==> src/rtl/bus_master_if.sv <==
// bus_master_if: turns one CPU access into a request/grant/strobe/ready bus transaction with a timeout watchdog
module bus_master_if #(
  parameter int ADDR_W      = 30,
  parameter int DATA_W      = 32,
  parameter int TIMEOUT_CYC = 255
) (
  input  logic              clk,
  input  logic              reset,
  input  logic              cpu_as_,
  input  logic              cpu_rw,
  input  logic [ADDR_W-1:0] cpu_addr,
  input  logic [DATA_W-1:0] cpu_wr_data,
  output logic [DATA_W-1:0] cpu_rd_data,
  output logic              cpu_rdy_,
  output logic              cpu_err,
  output logic              busy,
  output logic              bus_req_,
  input  logic              bus_grnt_,
  output logic              bus_as_,
  output logic              bus_rw,
  output logic [ADDR_W-1:0] bus_addr,
  output logic [DATA_W-1:0] bus_wr_data,
  input  logic [DATA_W-1:0] bus_rd_data,
  input  logic              bus_rdy_
);
  localparam int TW = $clog2(TIMEOUT_CYC + 1);
  typedef enum logic [1:0] {IDLE, REQ, ACCESS, WAIT} state_t;
  state_t state_q, state_d;
  logic [TW-1:0] timer_q, timer_d;
  logic req_n_q, req_n_d, as_n_q, as_n_d, rdy_n_q, rdy_n_d, err_q, err_d, busy_q, busy_d, rw_q, rw_d;
  logic [ADDR_W-1:0] addr_q, addr_d;
  logic [DATA_W-1:0] wdata_q, wdata_d, rdata_q, rdata_d;
  // next state and registered outputs; done/err pulses default low so they self-clear
  always_comb begin
    state_d = state_q;
    timer_d = timer_q;
    req_n_d = req_n_q;
    as_n_d  = as_n_q;
    rdy_n_d = 1'b1;
    err_d   = 1'b0;
    rw_d    = rw_q;
    addr_d  = addr_q;
    wdata_d = wdata_q;
    rdata_d = rdata_q;
    case (state_q)
      IDLE: if (!cpu_as_ && rdy_n_q && !err_q) begin
        rw_d    = cpu_rw;
        addr_d  = cpu_addr;
        wdata_d = cpu_wr_data;
        req_n_d = 1'b0;
        state_d = REQ;
      end
      REQ: if (!bus_grnt_) begin
        as_n_d  = 1'b0;
        state_d = ACCESS;
      end
      ACCESS: begin
        as_n_d  = 1'b1;
        timer_d = '0;
        state_d = WAIT;
      end
      WAIT: if (!bus_rdy_) begin
        rdata_d = rw_q ? bus_rd_data : rdata_q;
        rdy_n_d = 1'b0;
        req_n_d = 1'b1;
        state_d = IDLE;
      end else if (timer_q == TW'(TIMEOUT_CYC - 1)) begin
        err_d   = 1'b1;
        req_n_d = 1'b1;
        state_d = IDLE;
      end else begin
        timer_d = timer_q + TW'(1);
      end
      default: state_d = IDLE;
    endcase
    busy_d = state_d != IDLE;
  end
  // state and output registers
  always_ff @(posedge clk) begin
    if (reset) begin
      state_q <= IDLE;
      timer_q <= '0;
      req_n_q <= 1'b1;
      as_n_q  <= 1'b1;
      rdy_n_q <= 1'b1;
      err_q   <= 1'b0;
      busy_q  <= 1'b0;
      rw_q    <= 1'b1;
      addr_q  <= '0;
      wdata_q <= '0;
      rdata_q <= '0;
    end else begin
      state_q <= state_d;
      timer_q <= timer_d;
      req_n_q <= req_n_d;
      as_n_q  <= as_n_d;
      rdy_n_q <= rdy_n_d;
      err_q   <= err_d;
      busy_q  <= busy_d;
      rw_q    <= rw_d;
      addr_q  <= addr_d;
      wdata_q <= wdata_d;
      rdata_q <= rdata_d;
    end
  end
  assign cpu_rd_data = rdata_q;
  assign cpu_rdy_    = rdy_n_q;
  assign cpu_err     = err_q;
  assign busy        = busy_q;
  assign bus_req_    = req_n_q;
  assign bus_as_     = as_n_q;
  assign bus_rw      = rw_q;
  assign bus_addr    = addr_q;
  assign bus_wr_data = wdata_q;
endmodule
==> config.mk <==
export PLATFORM = sky130hd
export DESIGN_NAME = bus_master_if
export DESIGN_NICKNAME = d
export VERILOG_FILES = /design/src/rtl/bus_master_if.sv
export SDC_FILE = /design/constraint.sdc
export NUM_CORES = 1
export LEC_CHECK = 0
export CORE_ASPECT_RATIO = 0.9
export CORE_MARGIN = 3
export CORE_UTILIZATION = 36
export CTS_CLUSTER_DIAMETER = 80
export DETAILED_ROUTE_END_ITERATION = 10
export HOLD_SLACK_MARGIN = 0.06
export PLACE_DENSITY = 0.8
export SLEW_MARGIN = 20
export SYNTH_ARGS = -nofsm -noshare
export SYNTH_HDL_FRONTEND = slang
export SYNTH_SLANG_ARGS = --single-unit
export TNS_END_PERCENT = 100
==> constraint.sdc <==
create_clock -name clk -period 1.8 [get_ports clk]
set_clock_uncertainty 0.15 [all_clocks]
set_input_delay 0.54 -clock clk [delete_from_list [all_inputs] [get_ports clk]]
set_output_delay 0.54 -clock clk [all_outputs]
set_load 0.02 [all_outputs]
Yosys cells after proc, flatten, opt, wreduce, memory -nomap -nowiden
Cells that the tools add are included.
- word-level logic and storage cells: 55
- register bits after elaboration: 110
- bitwise logic cells: 2
- equality and inequality tests: 9
- muxes and demuxes: 16
- add/subtract/negate cells: 1
- reductions and logical operators: 16
- operators with widths (cell ; count):
    two-way mux 8 bit ; 2
    case mux 8 bit (2 select lines) ; 1
    AND reduction 3 bit ; 3
    adder 8 x 1 -> 8 bit, second input constant ; 1
    == test 8 bit, second input constant ; 1
    two-way mux 2 bit ; 4
    != test 2 bit, second input constant ; 4
    case mux 2 bit (4 select lines) ; 1
    nonzero test 2 bit ; 4
    two-way mux 1 bit ; 6
    == test 2 bit, second input constant ; 2
    case mux 1 bit (2 select lines) ; 2
    AND reduction 2 bit ; 2
    != test 3 bit, second input constant ; 1
    OR reduction 3 bit ; 1
    == test 2 x 1 -> 1 bit, second input constant ; 1
    logical AND 1 bit ; 2
    zero test 1 bit ; 2
    zero test 2 bit ; 1
    NOT 1 bit ; 2
    OR reduction 2 bit ; 1

Longest topological paths before layout
- depth in word-level cells: 6
- gate-level depth with buffers: 7
- depth with buffers taken out: 6

Worst setup path before layout
No wires, ideal clock.
- path type: register to register
- from: register timer_q[0]
- to: register timer_q[7]
- path slack: 0.063 ns
- buffers on the path: 0
- clock period less this slack: 1.737 ns
- cell stages (with the launch flop): 7
- data arrival time: 1.517 ns
- path through: dfxtp_1 > inv_1 > ha_1 > nand4_2 > o221ai_4 > or4_1 > a21oi_1
- longest elaborated chain between the ends: 4
- elaborated cells between the ends (all ways): 7
- classes of those cells: add/sub: 1; eq/ne: 2; mux: 3; reduce/logical: 1
- RTL lines (element ; line ; RTL):
    start: declaration ; 29 ; logic [TW-1:0] timer_q, timer_d;
    start signal: assignment ; 94 ; timer_q <= timer_d;
    adder 8 x 1 -> 8 bit ; 72 ; timer_d = timer_q + TW'(1);
    two-way mux 8 bit ; 67 ; end else if (timer_q == TW'(TIMEOUT_CYC - 1)) begin
    two-way mux 8 bit ; 62 ; WAIT: if (!bus_rdy_) begin
    case mux 8 bit (2 select lines) ; 45 ; case (state_q)
Parallel ways exist; a longest one is shown, timed or not. The select of a mux whose other input is x is not followed.
A chain may end at the register's enable or synchronous reset.

Final worst setup path
- from: register rdata_q[25] (netlist: cpu_rd_data[25])
- to: output cpu_rd_data[25]
- RTL lines (element ; line ; RTL):
    start: declaration ; 32 ; logic [DATA_W-1:0] wdata_q, wdata_d, rdata_q, rdata_d;
    start signal: assignment ; 103 ; rdata_q <= rdata_d;
    end: declaration ; 13 ; output logic [DATA_W-1:0] cpu_rd_data,
No word-level cell between the ends.

==> flow_results.org <==
** Setup path
- The largest individual stage delay along the critical path comes from the cell sky130_fd_sc_hd__dlygate4sd2_1.
- Worst stage delay on the critical path :: between 300 and 400 ps
- The setup check on the worst reg-to-reg path leaves a slack of approximately 60 ps.
- For the worst flop-to-flop path, the logic depth is 5.
- For the worst setup path, the data required time is approximately 1100 ps.
- Together, buffers and inverters on the worst path number 1.
- The startpoint identified for the worst register-to-register timing path is timer_q[1]$_SDFFE_PP0P_.
- Critical Path AT :: ~1100 ps
- The critical path is of the flop to primary output type.
- Of all nets on the critical path, the largest fanout is 2.
- STA classifies the critical path endpoint as a primary output.
- The cell family contributing the most delay on the critical path is buffers and inverters.
- Launching element type of the critical path :: flop
- Cells traversed along the worst timing path :: dlygate4sd2_1
- Endpoint of the worst register-to-register path :: timer_q[3]$_SDFFE_PP0P_

** Worst hold path
- Counting instances, the worst hold path has a depth of 2.
- For hold timing, the worst endpoint is cpu_rd_data[13]$_SDFFE_PP0P_.
- Classification of the worst-slack hold path :: flop to flop
- The worst hold path begins at cpu_rd_data[13]$_SDFFE_PP0P_.

** Logic synthesis
- Fraction of the mapped netlist area in adder cells :: 0.00619
- Post-synthesis xor/xnor area fraction :: 0
- Counting flops with an async set or reset pin after synthesis yields a share of 0.
- In this run, synthesis produced a sequential element count of 110.
- Post-synthesis average cell area :: between 8 and 9 um2
- Largest area contributor in the synthesized netlist :: sky130_fd_sc_hd__dfxtp_1
- Number of warning messages in the yosys log :: 0
- Most numerous cell in the Yosys netlist :: sky130_fd_sc_hd__nand2_1
- Sequential-to-total area share from yosys stat :: 0.545
- In this run the cell area of the synthesized design comes to approximately 4000 um2.
- The commonest cells after synthesis are 194 x sky130_fd_sc_hd__nand2_1, 110 x sky130_fd_sc_hd__dfxtp_1, 100 x sky130_fd_sc_hd__a21oi_1.
- Ranking of synthesized cells by area :: sky130_fd_sc_hd__dfxtp_1 55%, sky130_fd_sc_hd__nand2_1 18%, sky130_fd_sc_hd__a21oi_1 12%
- In the synthesized netlist the dominant register cell turns out to be sky130_fd_sc_hd__dfxtp_1.
- Fraction of the mapped netlist area in simple logic gates :: 0.235
- Yosys mapped a number of flops with a built-in enable equal to 0.
- Synthesis produced a netlist with a net count of ~600.
- In the synthesized netlist, the number of instances is 500.
- Main combinational cell family by area after synthesis :: simple AND/OR/NAND/NOR gates
- Top-area cell type share of the netlist area :: 0.545
- In this run, distinct cell masters in the synthesized netlist total 39.
- The fraction of the mapped netlist area in compound gates was 0.162.
- After synthesis, the share of cell area in mux cells is 0.00248.

** Clock tree
- Number of H-tree levels :: 3
- Number of buffers inserted during clock tree synthesis :: 9
- In this run, post-CTS hold repair placed 0 buffers.
- Maximum clock insertion buffer count :: 2
- Sinks on Clock Net :: between 100 and 150
- Clock insertion delay at the later pin of the skew report :: between 300 and 400 ps
- TritonCTS clock tree :: yes
- The cell sitting at the root of the clock tree is a sky130_fd_sc_hd__clkbuf_16.
- After clock tree synthesis, the clock-pin slew on the worst setup and hold paths is roughly 70 ps.

** Floorplan
- 200 I/O pins were placed.
- Area of the die :: 12500 um2
- Initial standard-cell utilization of the core :: 0.371
- Horizontal die dimension :: between 100 and 150 um
- Measured along the y axis, the die boundary spans about 110 um.
- The core region is ~11000 um2.
- Num rows :: 36

** STA
- Maximum operating frequency :: roughly 570 MHz
- Of the available clock period, the critical path in the final layout requires 0.978.
- The number of max-slew violations in the final report was 0.
- Final number of setup-violating endpoints :: 0
- Count of final hold-check violations :: 0
- Transition time of the tightest slew-check pin :: roughly 340 ps
- Subtracting the final worst setup slack from the clock period gives about 1800 ps.
- Relative slew slack :: 0.776
- The worst path meets setup with just under 40 ps of slack.

** Outcome
- Run status :: finished, final reports clean

** Pwr
- Ratio of total power to cell area :: between 800 and 900 nW/um2
- Of the total power, the share spent switching nets is 0.246.
- Of the total power, the clock network draws 0.384.
- Internal power consumption :: between 4000 and 5000 uW
- Leakage power :: 0.00278 uW
- IR analysis of the VDD net gives a maximum drop of a little under 0.7 mV.
- In this run the power spent charging and discharging nets is ~1400 uW.
- Combinational group share of total power :: 0.162
- The share of total power dissipated in sequential elements is 0.454.

** Finish
- Of the cells placed in the final design, the portion with a size suffix greater than 1 is 0.0680.
- ANT cells :: 0
- Relative to the synthesized area, the layout overhead comes to 60.6%.
- At the end of the flow the core is filled with cells to 0.595.
- Post-layout net count :: 788

** Place
- At the placement stage, the worst setup path has a slack of -492 ps.
- The wire-length estimate of the detail-placed layout is 8270 um.
- Input/output buffers :: roughly 200
- Routability-driven placement congestion ratio :: 0.882

** Detailed routing
- Vias after detailed routing :: 4068
- Routed length per instance :: 14.0 um
- Initial DRT Pass Iterations :: 4
- In this run, the number of DRC markers left after iteration 0 of detailed routing was 261.
- Avg Vias per Cell :: 4.83
- Once detail routing completed, the nets flagged for antenna violations numbered 0.
- After detailed routing, the number of remaining DRC violations is 0.
- Sum of routed wire length over all layers :: around 12000 um

** Global route
- The total overflow left after global routing is 0.
- The first global-routing pass estimated about 18000 um of wire.
- Number of antenna violations at the first check in global routing :: 0
- Entering global routing, the biggest net connects 59 pins.
- Total global routing track utilization :: 0.178
- Vias in the first global route :: 3767

** Job
- Across the run, the number of max-cap violations was 0.
==> layer usage <==
layer / GRT usage / vias to the layer above / routed length, um / share of wire
li1: - / 2015 / - / -
met3: 0.0580 / 28 / 567 / 0.048
met2: 0.311 / 133 / 5990 / 0.51
met4: 0.0653 / 0 / 299 / 0.025
met5: 0 / - / 0 / 0
met1: 0.203 / 1892 / 4960 / 0.42
==> layout by cell type (no fill, tap or decap), drive strengths merged, types with 2 or more instances in the layout <==
master	netlist	layout
dfxtp	110	110
nor2	7	7
a21oi	100	100
bufinv	0	3
and3	3	3
nor3	2	2
ha	2	2
nand2	194	194
inv	4	4
o31ai	2	2
clkdlybuf4s15	0	2
dlygate4sd2	0	99
or3	4	4
buf	19	13
clkinvlp	0	2
a2111oi	2	2
o21ai	3	3
a21o	2	2
nand4	4	4
nor2b	3	3
clkdlybuf4s50	0	97
clkbuf	18	11
nand3	3	3
a211oi	2	2
a311oi	2	2
==> per-stage QoR <==
stage | std cells | total power, uW | TNS, ps | cell area (um2) | hold slack [ps]
3_5_place_dp | 826 | 3690 | -29520 | 6210 | 296
2_1_floorplan | 500 | 3140 | 0 | 4040 | 318
4_1_cts | 842 | 5850 | 0 | 6430 | 303
6_report | 843 | 5790 | 0 | 6490 | 299
3_3_place_gp | 826 | 3670 | -26550 | 6210 | 291
5_1_grt | 843 | 6030 | -10.4 | 6490 | 321
==> repair_timing <==
action                                  CTS  global route
endpoints found under the setup margin  115            74
resized for setup                       103            12
gates cloned                              0             1
setup buffers                             0             0
==> registers in the layout, indices dropped and copies added, names as in the netlist <==
name,count
bus_as_,1
busy,1
bus_addr,30
cpu_rd_data,32
cpu_rdy_,1
timer_q,8
state_q,2
bus_wr_data,32
bus_req_,1
cpu_err,1
bus_rw,1
==> power groups by stage <==
stage / Combinational (uW) / Sequential, uW / Clock (uW)
2_1_floorplan: 324 / 2820 / 0
3_5_place_dp: 1000 / 2690 / 0
5_1_grt: 1020 / 2640 / 2370
3_3_place_gp: 987 / 2680 / 0
4_1_cts: 923 / 2630 / 2300
6_report: 941 / 2630 / 2220
==> layout make-up <==
| cell class | count | area [um2] |
|---|---|---|
| timing repair buffer | 212 | 2060 |
| fill | 964 | 4410 |
| multi-input combinational | 349 | 1680 |
| clock inverter | 6 | 110 |
| sequential | 110 | 2210 |
| tap | 152 | 190 |
| inverter | 4 | 15.0 |
| clock buffer | 10 | 229 |
==> cells by family after synthesis <==
kind of cell | Yosys count
simple gates | 228
fa+ha+maj | 2
mux | 1
compound gates | 118
buf+inv | 41
flops | 110
==> how the worst max path moves through the flow <==
stage,from,endpoint,cells after the start
global route,timer_q[1]$_SDFFE_PP0P_,timer_q[3]$_SDFFE_PP0P_,5
global placement,bus_rdy_,timer_q[7]$_SDFFE_PP0P_,4
detailed placement,bus_rdy_,timer_q[3]$_SDFFE_PP0P_,5
floorplan,timer_q[0]$_SDFFE_PP0P_,timer_q[7]$_SDFFE_PP0P_,6
CTS,bus_rw$_SDFFE_PP1P_,bus_rw,1
finish,cpu_rd_data[25]$_SDFFE_PP0P_,cpu_rd_data[25],1
No activity file was read; power rests on OpenSTA's default activity.
